--- src/rtl/wb_pkg.sv ---
// wb_pkg: shared load-type encodings, ALU entry type and load alignment/extension helper
package wb_pkg;
  localparam int WB_XLEN = 32;
  localparam logic [2:0] F3_LB  = 3'b000;
  localparam logic [2:0] F3_LH  = 3'b001;
  localparam logic [2:0] F3_LW  = 3'b010;
  localparam logic [2:0] F3_LBU = 3'b100;
  localparam logic [2:0] F3_LHU = 3'b101;
  typedef struct packed {
    logic [4:0]         rd;
    logic [WB_XLEN-1:0] data;
  } alu_entry_t;
  // Reserved funct3 encodings fall through to the full-word path.
  function automatic logic [WB_XLEN-1:0] load_extend(input logic [WB_XLEN-1:0] rdata,
                                                      input logic [1:0] offset,
                                                      input logic [2:0] funct3);
    logic [7:0]  b;
    logic [15:0] h;
    b = 8'(rdata >> {offset, 3'b000});
    h = 16'(rdata >> {offset[1], 4'b0000});
    case (funct3)
      F3_LB:   return {{24{b[7]}}, b};
      F3_LH:   return {{16{h[15]}}, h};
      F3_LBU:  return {24'd0, b};
      F3_LHU:  return {16'd0, h};
      default: return rdata;
    endcase
  endfunction
endpackage

--- src/rtl/wb_fifo.sv ---
// wb_fifo: in-order FIFO with occupancy count and async active-high reset
//   clk, rst          clock / async reset (pointers and count only)
//   i_push, i_data    write an entry at the tail
//   i_pop             remove the head (caller guarantees non-empty)
//   o_data            head entry
//   o_count           occupancy, 0..DEPTH
module wb_fifo #(
  parameter int DEPTH = 2,
  parameter int W     = 37
) (
  input  logic                     clk,
  input  logic                     rst,
  input  logic                     i_push,
  input  logic [W-1:0]             i_data,
  input  logic                     i_pop,
  output logic [W-1:0]             o_data,
  output logic [$clog2(DEPTH):0]   o_count
);
  localparam int AW = $clog2(DEPTH);
  localparam int CW = AW + 1;
  logic [W-1:0]  r_mem [DEPTH];
  logic [AW-1:0] r_wr;
  logic [AW-1:0] r_rd;
  logic [CW-1:0] r_count;
  always_ff @(posedge clk) if (i_push) r_mem[r_wr] <= i_data;
  always_ff @(posedge clk or posedge rst) begin
    if (rst) begin
      r_wr    <= '0;
      r_rd    <= '0;
      r_count <= '0;
    end else begin
      if (i_push) r_wr <= r_wr + 1'b1;
      if (i_pop) r_rd <= r_rd + 1'b1;
      r_count <= r_count + CW'(i_push) - CW'(i_pop);
    end
  end
  assign o_data  = r_mem[r_rd];
  assign o_count = r_count;
endmodule

--- src/rtl/wb_stage.sv ---
// wb_stage: writeback arbiter merging load responses (priority) and ALU results into the register file
//   clk, rst                       clock / async active-high reset
//   alu_valid/alu_ready/alu_rd/alu_data   ALU result handshake
//   ld_valid/ld_rd/ld_rdata/ld_offset/ld_funct3   load response, always accepted
//   reg_write/wb_rd/w_data         registered register-file write port
//   fifo_count                     ALU FIFO occupancy
//   WB_FWD_EN: adds fwd_valid/fwd_rd/fwd_data, the selection being registered this cycle
module wb_stage
  import wb_pkg::*;
#(
  parameter int ALU_FIFO_DEPTH = 2,
  parameter int XLEN           = WB_XLEN
) (
  input  logic                              clk,
  input  logic                              rst,
  input  logic                              alu_valid,
  output logic                              alu_ready,
  input  logic [4:0]                        alu_rd,
  input  logic [XLEN-1:0]                   alu_data,
  input  logic                              ld_valid,
  input  logic [4:0]                        ld_rd,
  input  logic [XLEN-1:0]                   ld_rdata,
  input  logic [1:0]                        ld_offset,
  input  logic [2:0]                        ld_funct3,
  output logic                              reg_write,
  output logic [4:0]                        wb_rd,
  output logic [XLEN-1:0]                   w_data,
  output logic [$clog2(ALU_FIFO_DEPTH):0]   fifo_count
`ifdef WB_FWD_EN
  ,
  output logic                              fwd_valid,
  output logic [4:0]                        fwd_rd,
  output logic [XLEN-1:0]                   fwd_data
`endif
);
  localparam int CW = $clog2(ALU_FIFO_DEPTH) + 1;
  localparam int EW = 5 + XLEN;
  logic            w_empty, w_accept, w_pop, w_bypass, w_push, w_sel, w_we;
  logic [EW-1:0]   w_head;
  logic [4:0]      w_rd;
  logic [XLEN-1:0] w_ld_data, w_sel_data;
  logic            r_we;
  logic [4:0]      r_rd;
  logic [XLEN-1:0] r_data;
  // Ready depends only on registered occupancy, so a pop while full frees a slot one cycle later.
  assign alu_ready = fifo_count < CW'(ALU_FIFO_DEPTH);
  assign w_empty   = fifo_count == '0;
  assign w_accept  = alu_valid && alu_ready;
  assign w_pop     = !ld_valid && !w_empty;
  assign w_bypass  = !ld_valid && w_empty && w_accept;
  assign w_push    = w_accept && !w_bypass;
  assign w_sel     = ld_valid || !w_empty || w_accept;
  // Sign-extending the 32-bit result is also correct for wider XLEN (LBU/LHU keep bit 31 clear).
  assign w_ld_data  = XLEN'($signed(load_extend(ld_rdata[WB_XLEN-1:0], ld_offset, ld_funct3)));
  assign w_rd       = ld_valid ? ld_rd : !w_empty ? w_head[EW-1:XLEN] : alu_rd;
  assign w_sel_data = ld_valid ? w_ld_data : !w_empty ? w_head[XLEN-1:0] : alu_data;
  assign w_we       = w_sel && w_rd != 5'd0;
  wb_fifo #(.DEPTH(ALU_FIFO_DEPTH), .W(EW)) u_fifo (
    .clk     (clk),
    .rst     (rst),
    .i_push  (w_push),
    .i_data  ({alu_rd, alu_data}),
    .i_pop   (w_pop),
    .o_data  (w_head),
    .o_count (fifo_count)
  );
  // A consumed rd==0 entry clears wb_rd but leaves w_data untouched.
  always_ff @(posedge clk or posedge rst) begin
    if (rst) begin
      r_we   <= 1'b0;
      r_rd   <= '0;
      r_data <= '0;
    end else begin
      r_we   <= w_we;
      r_rd   <= w_we ? w_rd : w_sel ? 5'd0 : r_rd;
      r_data <= w_we ? w_sel_data : r_data;
    end
  end
  assign reg_write = r_we;
  assign wb_rd     = r_rd;
  assign w_data    = r_data;
`ifdef WB_FWD_EN
  assign fwd_valid = w_we && !rst;
  assign fwd_rd    = w_rd;
  assign fwd_data  = w_sel_data;
`endif
endmodule

--- config.mk ---
export PLATFORM = sky130hd
export DESIGN_NAME = wb_stage
export DESIGN_NICKNAME = d
export VERILOG_FILES = /design/src/rtl/wb_pkg.sv /design/src/rtl/wb_fifo.sv /design/src/rtl/wb_stage.sv
export SDC_FILE = /design/constraint.sdc
export NUM_CORES = 1
export LEC_CHECK = 0
export ABC_CLOCK_PERIOD_IN_PS = 4650
export BUFFER_PORTS_ARGS = -buffer_cell sky130_fd_sc_hd__buf_4
export CAP_MARGIN = 25
export CORE_MARGIN = 2
export CORE_UTILIZATION = 55
export CTS_BUF_LIST = sky130_fd_sc_hd__clkbuf_8 sky130_fd_sc_hd__clkbuf_16
export CTS_CLUSTER_DIAMETER = 200
export DETAILED_ROUTE_END_ITERATION = 10
export GPL_ROUTABILITY_DRIVEN = 0
export MAX_ROUTING_LAYER = met4
export PLACE_DENSITY = 0.81
export SYNTH_ARGS = -nofsm -noshare
export SYNTH_HDL_FRONTEND = slang
export SYNTH_SLANG_ARGS = --single-unit
--- constraint.sdc ---
create_clock -name clk -period 4.65 [get_ports clk]
set_clock_uncertainty 0.2 [all_clocks]
set_input_delay 0.2325 -clock clk [delete_from_list [all_inputs] [get_ports clk]]
set_output_delay 0.2325 -clock clk [all_outputs]
set_load 0.05 [all_outputs]
# Word level (Yosys, flattened, before mapping)
# Memory sizes are Yosys's and may differ from the RTL's.
# Cells that the tools add are included.
dict set report classes {
  shift 2
  reduce_logical 15
  eq_ne 3
  addsub 4
  n_lt_le_gt_ge 1
  muxes 9
}
# op count
set op_table {}
lappend op_table {{case mux 32 bit (4 select lines)} 1}
lappend op_table {{2-to-1 mux 32 bit} 2}
lappend op_table {{>> shifter 32 x 5 -> 16 bit} 1}
lappend op_table {{>> shifter 32 x 5 -> 8 bit} 1}
lappend op_table {{2-to-1 mux 5 bit} 4}
lappend op_table {{== test 3 bit, second input constant} 2}
lappend op_table {{logical AND 1 bit} 6}
lappend op_table {{nonzero test 5 bit} 1}
lappend op_table {{== test 3 x 1 -> 1 bit, second input constant} 1}
lappend op_table {{logical NOT 1 bit} 3}
lappend op_table {{logical NOT 3 bit} 1}
lappend op_table {{adder 1 bit, second input constant} 2}
lappend op_table {{adder 2 x 1 -> 2 bit} 1}
lappend op_table {{logical NOT 2 bit} 1}
lappend op_table {{logical OR 1 bit} 2}
lappend op_table {{< comparator 2 bit, second input constant} 1}
lappend op_table {{2-to-1 mux 1 bit} 2}
lappend op_table {{nonzero test 2 bit} 1}
lappend op_table {{subtractor 2 x 1 -> 2 bit} 1}
dict set report word_totals {
  ramBits 74
  reg_bits 42
  wordCells 41
  output_inout_bits 41
  in_bits 83
  memories 1
}
# memory words word_bits rd rd_ports_with_merged_regs write_ports line
set mem_list {}
lappend mem_list {u_fifo.r_mem 2 37 1 0 1 wb_fifo.sv:21} ;# logic [W-1:0] r_mem [DEPTH];

# Depth between registers and ports, before layout
# Gate-level depths: netlist of the first run.
dict set report logic_depth {
  depth_word 7
  depth_mapped 10
  depth_no_buf 8
}

# Modules after synthesis
# Synthesis of the first run repeated with hierarchy kept, for this count alone.
dict set report hier_totals {
  cells_unflattened 455
  area_unflattened_um2 5953.2
}
# module n_inst area_each_um2 cells_each
set modules_own_cells {}
lappend modules_own_cells {wb_stage 1 3010.4 326}
lappend modules_own_cells {wb_fifo 1 2942.8 129}

# Worst setup path after synthesis of the first run
# Ideal clock, no wire load.
dict set report synth_path {
  path_kind {reg-to-reg}
  from {reg u_fifo.r_count[1], in the netlist u_fifo.o_count[1]}
  to {mem u_fifo.r_mem[0][0], enable pin}
  setup_slack_ps 1069
  stages_incl_launch_ff 6
  synth_period_minus_slack_ps 3581
  t_arrival_ps 2949
  cell_sequence {dfrtp_1 buf_6 or3_1 clkbuf_1 nand3_1 nor2_1}
}
dict set report synth_between {
  elab_chain_cells 7
  word_cells_on_any_way 9
}
# item line
set synth_rtl {}
lappend synth_rtl {{start, declared} wb_fifo.sv:24} ;# logic [CW-1:0] r_count;
lappend synth_rtl {{start signal, assigned} wb_fifo.sv:34} ;# r_count <= r_count + CW'(i_push) - CW'(i_pop);
lappend synth_rtl {{< comparator 2 bit / logical NOT 2 bit (equally long branches)} {wb_stage.sv:46, wb_stage.sv:47}}
lappend synth_rtl {{logical AND 1 bit (on tied branches)} {wb_stage.sv:48, wb_stage.sv:50}}
lappend synth_rtl {{logical AND 1 bit} wb_stage.sv:50} ;# assign w_bypass = !ld_valid && w_empty && w_accept;
lappend synth_rtl {{logical NOT 1 bit} wb_stage.sv:51} ;# assign w_push = w_accept && !w_bypass;
lappend synth_rtl {{logical AND 1 bit *} wb_stage.sv:51}
lappend synth_rtl {{2-to-1 mux 1 bit *} wb_fifo.sv:25} ;# always_ff @(posedge clk) if (i_push) r_mem[r_wr] <= i_data;
lappend synth_rtl {{2-to-1 mux 1 bit (implied by the code) *} wb_fifo.sv:25}
lappend synth_rtl {{end, declared} wb_fifo.sv:21}
# Mark *: on every way between the ends. The rest lies on a longest branch, timed or not.

# Worst setup path after layout of the first run
dict set report layout_path {
  from {reg u_fifo.r_count[1], in the netlist u_fifo.o_count[1]}
  to {reg r_data[6], in the netlist w_data[6]}
}
dict set report layout_between {
  elab_chain_cells 5
  word_cells_on_any_way 12
}
# item line
set layout_rtl {}
lappend layout_rtl {{logical NOT 2 bit} wb_stage.sv:47} ;# assign w_empty = fifo_count == '0;
lappend layout_rtl {{2-to-1 mux 5 bit / logical NOT 1 bit (equally long branches)} --}
lappend layout_rtl {{2-to-1 mux 5 bit / logical OR 1 bit (equally long branches)} {wb_stage.sv:55, wb_stage.sv:52}}
lappend layout_rtl {{nonzero test 5 bit / logical OR 1 bit (equally long branches)} {wb_stage.sv:57, wb_stage.sv:52}}
lappend layout_rtl {{logical AND 1 bit} wb_stage.sv:57} ;# assign w_we = w_sel && w_rd != 5'd0;
lappend layout_rtl {{end signal, assigned} wb_stage.sv:76} ;# r_data <= w_we ? w_sel_data : r_data;
lappend layout_rtl {{end, declared} wb_stage.sv:44} ;# logic [XLEN-1:0] r_data;
# Several ways; a longest one is shown, not always the timed one.
# A chain may end at the register's enable or synchronous reset.

==> results by group, run 1 <==
Routing
  – Total iterations of the first detailed-routing run: 5
  – Final routed DRC violation total: 0
  – Routed WL: ~16 mm
  – Vias: 4,610
  – Drt initial violations: 332
  – Drt via density: between 5 and 6
  – DR WL/cell: 20.1 um
  – Antenna Nets Post-Route: 0

Critical path
  – Kind of critical path: flop to flop
  – Reg2Reg Setup Slack: roughly 1.3 ns
  – Worst Path Required: about 4.9 ns
  – Reg2Reg Depth: 8
  – CP endpoint kind: flop
  – Highest fanout seen on the critical path: 34
  – CP arrival: between 3 and 4 ns
  – Startpoint Class: flop

Clocking
  – CTS tree: built
  – Number of H-tree levels: 4
  – Worst-skew pair later-pin latency: roughly 0.52 ns
  – Clock Path Buffers: 2
  – Root buffer cell: clkbuf_8
  – Post-cts resize count: 0
  – CTS Buf Count: 17
  – Sinks on Clock Net: 116
  – Reg clk slew, reported paths: around 0.05 ns

GRT
  – Largest net degree at the start of global routing: 44
  – GRT overflow: 0
  – First-pass GRT wire length: between 20 and 25 mm
  – Number of global-route vias before repair: about 4,800
  – Antenna violations before repair: 0
  – Gr usage total: around 30%

Floorplan
  – Rows: 36
  – Die height: between 100 and 150 um
  – Chip Width: roughly 100 um
  – Core Area: slightly below 10,000 um^2
  – Io pins: 124
  – Initial Util: a little under three fifths
  – Overall die area: ~11,000 um^2

Power
  – Internal power: between 2 and 3 mW
  – PwrDens: 611 nW/um^2
  – Clock group share of total power: roughly a quarter
  – Maximum VDD drop: between 0.4 and 0.5 mV
  – Net switching power: between 1.5 and 2 mW
  – Pwr Total: around 4.7 mW
  – Switching Fraction: between 30% and 40%
  – Logic gate share of total power: roughly two fifths
  – Leak Pwr: between 3 and 4 nW
  – Seq pwr share: 34.1%

Logic synthesis
  – Synthesized area: 5580 um^2
  – Post-synth top area share: roughly two fifths
  – Avg Inst Size Synth: ~12 um^2
  – Post-Synthesis Cells: between 400 and 500
  – Number of synthesized flops with an enable pin: between 70 and 80
  – Top_reg_cell synth: edfxtp_1
  – Sequential-to-total area share from yosys stat: 58.7%
  – Post-synth top area cell: edfxtp_1
  – Synth async-reset ratio: about 36%
  – Synth cell types: 41
  – Yosys reg bits: 116
  – Syn. warnings: 0
  – Largest cells by area after synthesis: edfxtp_1 40%, dfrtp_1 19%, mux2i_1 7.0%
  – Syn Nets: between 500 and 600

Layout
  – Final Core Density: 78.6%
  – # fillers: around 580
  – Post-layout net count: between 700 and 800
  – Synth-to-Final Area Change: 38.3%
  – Post-Layout Cell Count: between 700 and 800
  – Ant. Diodes: 0
  – Fin area: around 7700 um^2
  – Share of cells above drive strength 1: just under 30%

Timing
  – RSZ-0062 raised after global routing: false
  – Setup TNS: 0 ns
  – Maximum clock rate: between 0.3 and 0.4 GHz
  – Slew at the pin closest to its max-slew limit: 1.01 ns
  – Final hold violations: 0
  – Final hold slack: a little under 0.002 ns
  – Tcrit/Tclk final: roughly 72%
  – Min Tclk post-route: about 3.3 ns
  – Worst slew margin: between 30 and 40%
  – Final setup vio count: 0
  – Fin. max-slew vios: 0
  – Setup WS post-layout: roughly 1.3 ns

Placed design
  – Placed standard-cell area: ~6600 um^2
  – Cells after DPL: between 600 and 700
  – Final HPWL DP: ~10 mm
  – Port Buffer Count: roughly 120
  – Place WS: about 1.4 ns

Job
  – Max_cap viols: 0

Status
  – Outcome: finished, final reports clean

Hold path
  – Cell depth of the worst hold path: 4
  – Hold crit path type: input pin to flop
area by class of cell:
class                   instances  area (um^2)  share of cell area (%)
clock inverters                11         63.8                   0.827
clock buffers                  21          469                    6.08
flip-flops and latches        116         3270                    42.4
multi-input cells             295         2120                    27.5
inverters                      14         55.1                   0.714
repair buffers                185         1570                    20.3
well taps                     133          166                    2.16
power by group through the flow:
stage	sequential (mW)	clock (mW)	combinational (mW)
2_1_floorplan	2.10	0	0.838
3_3_place_gp	1.61	0	1.83
3_5_place_dp	1.61	0	1.90
4_1_cts	1.60	1.14	1.96
5_1_grt	1.64	1.20	2.06
6_report	1.61	1.14	1.96
cell usage in the layout, fill, tap and decap left out, types with 15 or more instances in the layout:
master	Yosys	layout
dfrtp_1	42	41
nor2_1	29	27
nor2b_1	19	19
dlygate4sd3_1	0	55
nand2_1	23	23
clkbuf_16	0	16
o21ai_0	15	15
edfxtp_1	74	74
buf_4	3	128
a21oi_1	26	26
a2bb2oi_1	24	24
o22ai_1	17	17
a211oi_1	16	16
mux2_2	17	17
mux2i_1	39	39
nor3_1	17	17
cells in the mapped netlist (all sizes together), types with 8 or more instances:
master	number
mux2	21
nor2b	19
edfxtp	74
a21oi	28
nand2b	8
nand3	8
nand2	24
clkbuf	17
mux2i	39
buf	13
o22ai	17
a2bb2oi	24
o21ai	15
a211oi	16
nor3	17
nor2	29
inv	14
dfrtp	42
logic make-up (layout without fill, tap and decap cells):
group	after synthesis	in the layout	share of synthesized area [%]
compound gates	116	116	15.1
xor+xnor	4	4	0.628
fa+ha+maj	2	2	0.449
buf+inv	44	231	3.61
flops	116	116	58.7
mux	60	60	11.2
simple gates	113	113	10.3
registers in the layout, summed over array words and instances, names as in the netlist:
name,flops
u_fifo.o_count,2
w_data,32
u_fifo.r_mem,74
reg_write,1
u_fifo.r_wr,1
wb_rd,5
u_fifo.r_rd,1
worst max-delay path, cell delays in order (launching register included):
cell and delay, ns:
dfrtp_1 0.47, or2_1 0.26, buf_4 0.25, nand2_8 0.20, inv_4 0.08, a221oi_2 0.36, nor4_4 0.12, a21oi_4 0.81
mux2_2 0.42
metal layers:
| metal | share of wire [%] | global-route usage [%] |
|---|---|---|
| met2 | 50 | 48.1 |
| met3 | 8.1 | 6.18 |
| met1 | 39 | 38.0 |
| met5 | 0 | - |
| met4 | 3.0 | 11.3 |
final timing paths:
| kind | start | to |
|---|---|---|
| worst max-delay path | u_fifo.o_count[1] | w_data[6] |
| worst min-delay path | ld_rdata[7] | w_data[7] |
| worst max register to register | u_fifo.o_count[1] | w_data[6] |
| worst min register to register | w_data[3] | w_data[3] |
| max in group asynchronous | rst | u_fifo.r_rd |
| min in group asynchronous | rst | wb_rd[2] |
what timing repair did:
item                                   in CTS  in global routing
endpoints found under the hold margin     133                  0
setup buffers                               0                  0
setup endpoints to repair                   0                  0
hold buffers                               55                  0
Note: power is estimated with default switching activity, not from simulation.
==> run 2: changes to the inputs <==
--- a/config.mk
+++ b/config.mk
@@ -5,17 +5,17 @@
 export SDC_FILE = /design/constraint.sdc
 export NUM_CORES = 1
 export LEC_CHECK = 0
-export ABC_CLOCK_PERIOD_IN_PS = 4650
+export ABC_CLOCK_PERIOD_IN_PS = 3150
 export BUFFER_PORTS_ARGS = -buffer_cell sky130_fd_sc_hd__buf_4
 export CAP_MARGIN = 25
 export CORE_MARGIN = 2
-export CORE_UTILIZATION = 55
+export CORE_UTILIZATION = 54
 export CTS_BUF_LIST = sky130_fd_sc_hd__clkbuf_8 sky130_fd_sc_hd__clkbuf_16
 export CTS_CLUSTER_DIAMETER = 200
 export DETAILED_ROUTE_END_ITERATION = 10
 export GPL_ROUTABILITY_DRIVEN = 0
 export MAX_ROUTING_LAYER = met4
-export PLACE_DENSITY = 0.81
+export PLACE_DENSITY = 0.8
 export SYNTH_ARGS = -nofsm -noshare
 export SYNTH_HDL_FRONTEND = slang
 export SYNTH_SLANG_ARGS = --single-unit
==> constraint.sdc (replaced) <==
create_clock -name clk -period 3.15 [get_ports clk]
set_clock_uncertainty 0.2 [all_clocks]
set_input_delay 0.1575 -clock clk [delete_from_list [all_inputs] [get_ports clk]]
set_output_delay 0.1575 -clock clk [all_outputs]
set_load 0.05 [all_outputs]
==> results by group, run 2 (same netlist as run 1, synthesis figures left out) <==
Routing
  – Final routed DRC violation total: 0 (unchanged)
  – Drt initial violations: 598 (+80%)
  – Vias: 4,883 (+5.9%)
  – Drt via density: 6.11 (+2.7%)
  – Total iterations of the first detailed-routing run: 6 (+1)
  – Antenna Nets Post-Route: 0 (unchanged)
  – DR WL/cell: 21.3 um (+6.1%)
  – Routed WL: 17.0 mm (+9.4%)

Power
  – Leak Pwr: 3.33 nW (+4.0%)
  – Maximum VDD drop: 0.639 mV (+53%)
  – PwrDens: 924 nW/um^2 (+51%)

Timing
  – Slew at the pin closest to its max-slew limit: 1.02 ns (+0.0113 ns)
  – RSZ-0062 raised after global routing: false
  – Worst slew margin: 31.6% (-0.74 points)
  – Final hold slack: 0.00221 ns (+0.000265 ns)
  – Tcrit/Tclk final: 94.4% (+23 points)
  – Final hold violations: 0 (unchanged)
  – Fin. max-slew vios: 0 (unchanged)
  – Maximum clock rate: 0.336 GHz (+12%)
  – Min Tclk post-route: 2.97 ns (-0.353 ns)
  – Final setup vio count: 0 (unchanged)

Layout
  – Post-layout net count: 735 (+2.9%)
  – Share of cells above drive strength 1: 30.2% (+0.88 points)
  – Synth-to-Final Area Change: 42.6%
  – Post-Layout Cell Count: 799 (+3.1%)
  – Max reg flops: 74 (unchanged)
  – Most common cell after layout, fill and taps aside: buf_4
  – Most frequent cells in the layout: 140 x buf_4, 74 x edfxtp_1, 65 x dlygate4sd3_1
  – Ant. Diodes: 0 (unchanged)
  – Most flop-heavy register: u_fifo.r_mem

Critical path
  – Reg2Reg Depth: 8 (unchanged)
  – Worst Path Required: 3.38 ns (-1.47 ns)
  – Startpoint Class: flop
  – CP arrival: 3.20 ns (-0.33 ns)
  – Highest fanout seen on the critical path: 17 (-50%)
  – Kind of critical path: flop to flop
  – Reg2Reg Setup Slack: 0.18 ns (-1.15 ns)
  – Reg2reg end: w_data[22]
  – CP endpoint kind: flop
  – Worst r2r src: u_fifo.o_count[1]

Clocking
  – Worst-skew pair later-pin latency: 0.53 ns (about the same)
  – CTS Buf Count: 17 (unchanged)
  – Post-cts resize count: 0 (unchanged)
  – Reg clk slew, reported paths: 0.06 ns (about the same)
  – CTS tree: built
  – Number of H-tree levels: 4 (unchanged)
  – Sinks on Clock Net: 116 (unchanged)
  – Clock Path Buffers: 2 (unchanged)
  – Root buffer cell: clkbuf_8

Floorplan
  – Die height: 106 um (+0.89%)
  – Chip Width: 106 um (+0.89%)
  – Overall die area: 11,200 um^2 (+1.8%)
  – Initial Util: 54.8% (-2.0 points)
  – Io pins: 124 (unchanged)
  – Core Area: 10,200 um^2 (+3.7%)
  – Rows: 37 (+2.8%)

GRT
  – Largest net degree at the start of global routing: 43 (-2.3%)
  – Number of global-route vias before repair: 4,942 (+3.7%)
  – GRT overflow: 0 (unchanged)
  – First-pass GRT wire length: 25.8 mm (+4.5%)
  – Antenna violations before repair: 0 (unchanged)
  – Gr usage total: 31.5% (+1.5 points)

Placed design
  – Cells after DPL: 701 (+2.0%)
  – Final HPWL DP: 10.4 mm (+3.7%)
  – Port Buffer Count: 123 (unchanged)

Job
  – Max_cap viols: 0 (unchanged)

Status
  – Outcome: finished, final reports clean

Hold path
  – Hold crit path type: input pin to async pin
[run 2: changes by cell type in the layout (fill, tap and decap cells not counted), moves of 2 or more]
cell | before | now
clkinv_1 | 2 | 0
dlygate4sd3_1 | 55 | 65
clkbuf_8 | 5 | 1
bufinv_16 | 0 | 4
clkinvlp_4 | 5 | 3
clkinv_4 | 0 | 3
buf_4 | 128 | 140
[run 2: power by group]
group	leakage, nW	switching (mW)	internal, mW
clock	0.296	0.702	1.28
combinational	1.86	1.90	1.09
sequential	1.17	0.300	2.08
[run 2: how the worst max path moves through the flow]
stage	cells past startpoint	endpoint	slack [ns]	startpoint
global placement	7	w_data[6]	0.49	u_fifo.o_count[1]
global route	8	w_data[19]	0.13	u_fifo.o_count[1]
CTS	8	w_data[20]	0.35	u_fifo.o_count[1]
detailed placement	8	w_data[24]	0.37	u_fifo.o_count[1]
finish	8	w_data[22]	0.18	u_fifo.o_count[1]
floorplan	5	u_fifo.r_mem[0][0]	-0.43	u_fifo.o_count[1]
[run 2: cell type report]
| class | instances | area, um^2 |
|---|---|---|
| well taps | 136 | 170 |
| fillers | 600 | 2230 |
| flip-flops and latches | 116 | 3270 |
| clock inverters | 15 | 191 |
| repair buffers | 206 | 1730 |
| clock buffers | 17 | 414 |
| multi-input cells | 295 | 2120 |
| inverters | 14 | 55.1 |
[run 2: repair_timing]
action | 4_1_cts | 5_1_grt
hold buffers | 65 | 0
endpoints found under the hold margin | 127 | 0
setup buffers | 0 | 0
endpoints found under the setup margin | 0 | 0
[run 2: stage by stage]
stage	utilization, %	setup TNS (ns)	setup slack [ns]	power [mW]	area (um^2)
after floorplan	-	-31.86	-0.431	4.33	5580
after global placement	65.5	0	0.490	5.14	6670
after detailed placement	65.5	0	0.368	5.21	6670
after CTS	77.8	0	0.354	7.25	7930
after global routing	78.1	0	0.127	7.59	7950
final	78.1	0	0.178	7.35	7950
[run 2: critical path: stages, from the launching register on]
cell	delay (ns)
dfrtp_1	0.48
or2_1	0.36
nand2_8	0.20
inv_4	0.08
a221oi_2	0.34
nor4_4	0.12
a21oi_4	0.53
buf_4	0.31
a2bb2oi_1	0.24
[run 2: layer usage]
layer,vias up,global-route usage [%],part of all wire [%]
met5,-,-,0
met4,0,16.1,5.2
met3,95,7.42,9.1
met2,342,48.4,47
met1,2326,39.2,38
li1,2120,-,-
==> run 3: changes to the inputs <==
--- a/config.mk
+++ b/config.mk
@@ -9,13 +9,14 @@
 export BUFFER_PORTS_ARGS = -buffer_cell sky130_fd_sc_hd__buf_4
 export CAP_MARGIN = 25
 export CORE_MARGIN = 2
-export CORE_UTILIZATION = 54
-export CTS_BUF_LIST = sky130_fd_sc_hd__clkbuf_8 sky130_fd_sc_hd__clkbuf_16
+export CORE_UTILIZATION = 55
+export CTS_BUF_LIST = sky130_fd_sc_hd__clkbuf_8
 export CTS_CLUSTER_DIAMETER = 200
+export CTS_CLUSTER_SIZE = 25
 export DETAILED_ROUTE_END_ITERATION = 10
 export GPL_ROUTABILITY_DRIVEN = 0
 export MAX_ROUTING_LAYER = met4
-export PLACE_DENSITY = 0.8
+export PLACE_DENSITY = 0.81
 export SYNTH_ARGS = -nofsm -noshare
 export SYNTH_HDL_FRONTEND = slang
 export SYNTH_SLANG_ARGS = --single-unit
==> results by group, run 3 (same netlist as run 1, synthesis figures left out) <==
Placed design
  – Port Buffer Count: 123 (unchanged)
  – Final HPWL DP: 10.4 mm (+0.68%)
  – Place WS: 0.276 ns (-0.0922 ns)
  – Placed standard-cell area: 6660 um^2 (-0.17%)
  – Cells after DPL: 697 (-0.57%)

Critical path
  – CP endpoint kind: flop
  – Worst r2r src: u_fifo.o_count[0]
  – Reg2reg end: w_data[11]
  – Worst Path Required: 3.30 ns (-0.08 ns)
  – Kind of critical path: flop to flop
  – CP Launch Point: u_fifo.o_count[0]
  – CP arrival: 3.07 ns (-0.13 ns)
  – Startpoint Class: flop
  – Reg2Reg Depth: 8 (unchanged)
  – Highest fanout seen on the critical path: 19 (+2)
  – Reg2Reg Setup Slack: 0.23 ns (+0.05 ns)

Status
  – Outcome: finished, final reports clean

Floorplan
  – Die height: 105 um (-0.88%)
  – Initial Util: 56.8% (+2.0 points)
  – Rows: 36 (-2.7%)
  – Overall die area: 11,000 um^2 (-1.8%)
  – Chip Width: 105 um (-0.88%)
  – Core Area: 9820 um^2 (-3.6%)
  – Io pins: 124 (unchanged)

Hold path
  – Cell depth of the worst hold path: 4
  – Worst hold start: ld_rdata[0]
  – Hold crit path type: input pin to flop
  – Hold Crit Endpoint: w_data[0]

Clocking
  – Worst-skew pair later-pin latency: 0.44 ns (-0.09 ns)
  – CTS tree: built
  – Post-cts resize count: 0 (unchanged)
  – Cts hold-fix bufs: 57 (-12%)
  – Root buffer cell: clkbuf_8
  – CTS Buf Count: 17 (unchanged)
  – Sinks on Clock Net: 116 (unchanged)
  – Number of H-tree levels: 4 (unchanged)
  – Reg clk slew, reported paths: 0.07 ns (about the same)
  – Post-CTS setup buffers: 0 (unchanged)
  – Clock Path Buffers: 2 (unchanged)

Timing
  – Final setup vio count: 0 (unchanged)
  – Min Tclk post-route: 2.92 ns (-0.0521 ns)
  – Setup WS post-layout: 0.230 ns (+0.0521 ns)
  – Final hold violations: 0 (unchanged)
  – Worst slew margin: 33.3% (+1.7 points)
  – RSZ-0062 raised after global routing: false
  – Fin. max-slew vios: 0 (unchanged)
  – Tcrit/Tclk final: 92.7% (-1.7 points)
  – Maximum clock rate: 0.342 GHz (+1.8%)
  – Final hold slack: 0.0131 ns (+0.0109 ns)
  – Setup TNS: 0 ns (unchanged)
  – Slew at the pin closest to its max-slew limit: 0.999 ns (-0.0251 ns)

Routing
  – Drt initial violations: 449 (-25%)
  – Routed WL: 16.2 mm (-4.7%)
  – Final routed DRC violation total: 0 (unchanged)
  – Vias: 4,655 (-4.7%)
  – Total iterations of the first detailed-routing run: 7 (+1)
  – DR WL/cell: 20.6 um (-3.1%)
  – Drt via density: 5.92 (-3.1%)
  – Antenna Nets Post-Route: 0 (unchanged)

Layout
  – Post-layout net count: 725 (-1.4%)
  – Fin area: 7630 um^2 (-4.0%)
  – Most common cell after layout, fill and taps aside: buf_4
  – Max reg flops: 74 (unchanged)
  – Synth-to-Final Area Change: 36.8%
  – Most flop-heavy register: u_fifo.r_mem
  – Final Core Density: 77.7% (-0.36 points)
  – Most frequent cells in the layout: 139 x buf_4, 74 x edfxtp_1, 57 x dlygate4sd3_1
  – Post-Layout Cell Count: 786 (-1.6%)
  – # fillers: 610 (+1.7%)
  – Share of cells above drive strength 1: 29.7% (-0.46 points)
  – Ant. Diodes: 0 (unchanged)

GRT
  – Antenna violations before repair: 0 (unchanged)
  – Largest net degree at the start of global routing: 43 (unchanged)
  – Gr usage total: 31.2% (-0.29 points)
  – First-pass GRT wire length: 25.2 mm (-2.0%)
  – Number of global-route vias before repair: 4,807 (-2.7%)
  – GRT overflow: 0 (unchanged)

Power
  – Leak Pwr: 3.19 nW (-4.2%)
  – Maximum VDD drop: 0.598 mV (-6.4%)
  – Pwr Total: 6.72 mW (-8.5%)
  – PwrDens: 881 nW/um^2 (-4.7%)

Job
  – Max_cap viols: 0 (unchanged)
## run 3: cell types whose count changed in the layout (fill, tap and decap cells not counted), sizes merged
cell | previous run | this run
clkinv | 6 | 10
clkinvlp | 3 | 1
inv | 16 | 14
dlygate4sd3 | 65 | 57
buf | 141 | 139
## run 3: worst max-delay path by stage
| stage | to | slack [ns] | depth (start not counted) |
|---|---|---|---|
| after floorplan | u_fifo.r_mem[0][0] | -0.43 | 5 |
| after global placement | w_data[7] | 0.40 | 8 |
| after detailed placement | w_data[11] | 0.28 | 8 |
| after CTS | w_data[7] | 0.26 | 8 |
| after global routing | w_data[11] | 0.10 | 8 |
| final | w_data[11] | 0.23 | 8 |
## run 3: final cells by class
type	count	area, um^2	share of cell area, %
clock buffers	17	234	3.07
repair buffers	196	1610	21.1
well taps	133	166	2.18
inverters	14	55.1	0.721
multi-input cells	295	2120	27.8
flip-flops and latches	116	3270	42.9
clock inverters	15	170	2.23
## run 3: critical path, cell delays in order (launching register included)
cell and delay (ns):
dfrtp_1 0.47, or2_1 0.32, nand2_8 0.18, inv_4 0.08, a221oi_2 0.37, nor4_4 0.13, a21oi_4 0.55, buf_4 0.34
a2bb2oi_1 0.19
## run 3: layer usage
layer | GRT usage [%] | part of all wire (%) | up-vias
met3 | 7.36 | 7.5 | 57
met5 | - | 0 | -
met2 | 48.7 | 49 | 261
met4 | 15.2 | 3.4 | 0
met1 | 38.5 | 40 | 2244
li1 | - | - | 2093
## run 3: report_power, final
| group | switching, mW | internal, mW | total (mW) |
|---|---|---|---|
| combinational | 1.87 | 1.08 | 2.95 |
| clock | 0.581 | 0.838 | 1.42 |
| sequential | 0.277 | 2.08 | 2.35 |
| total | 2.73 | 3.99 | 6.72 |
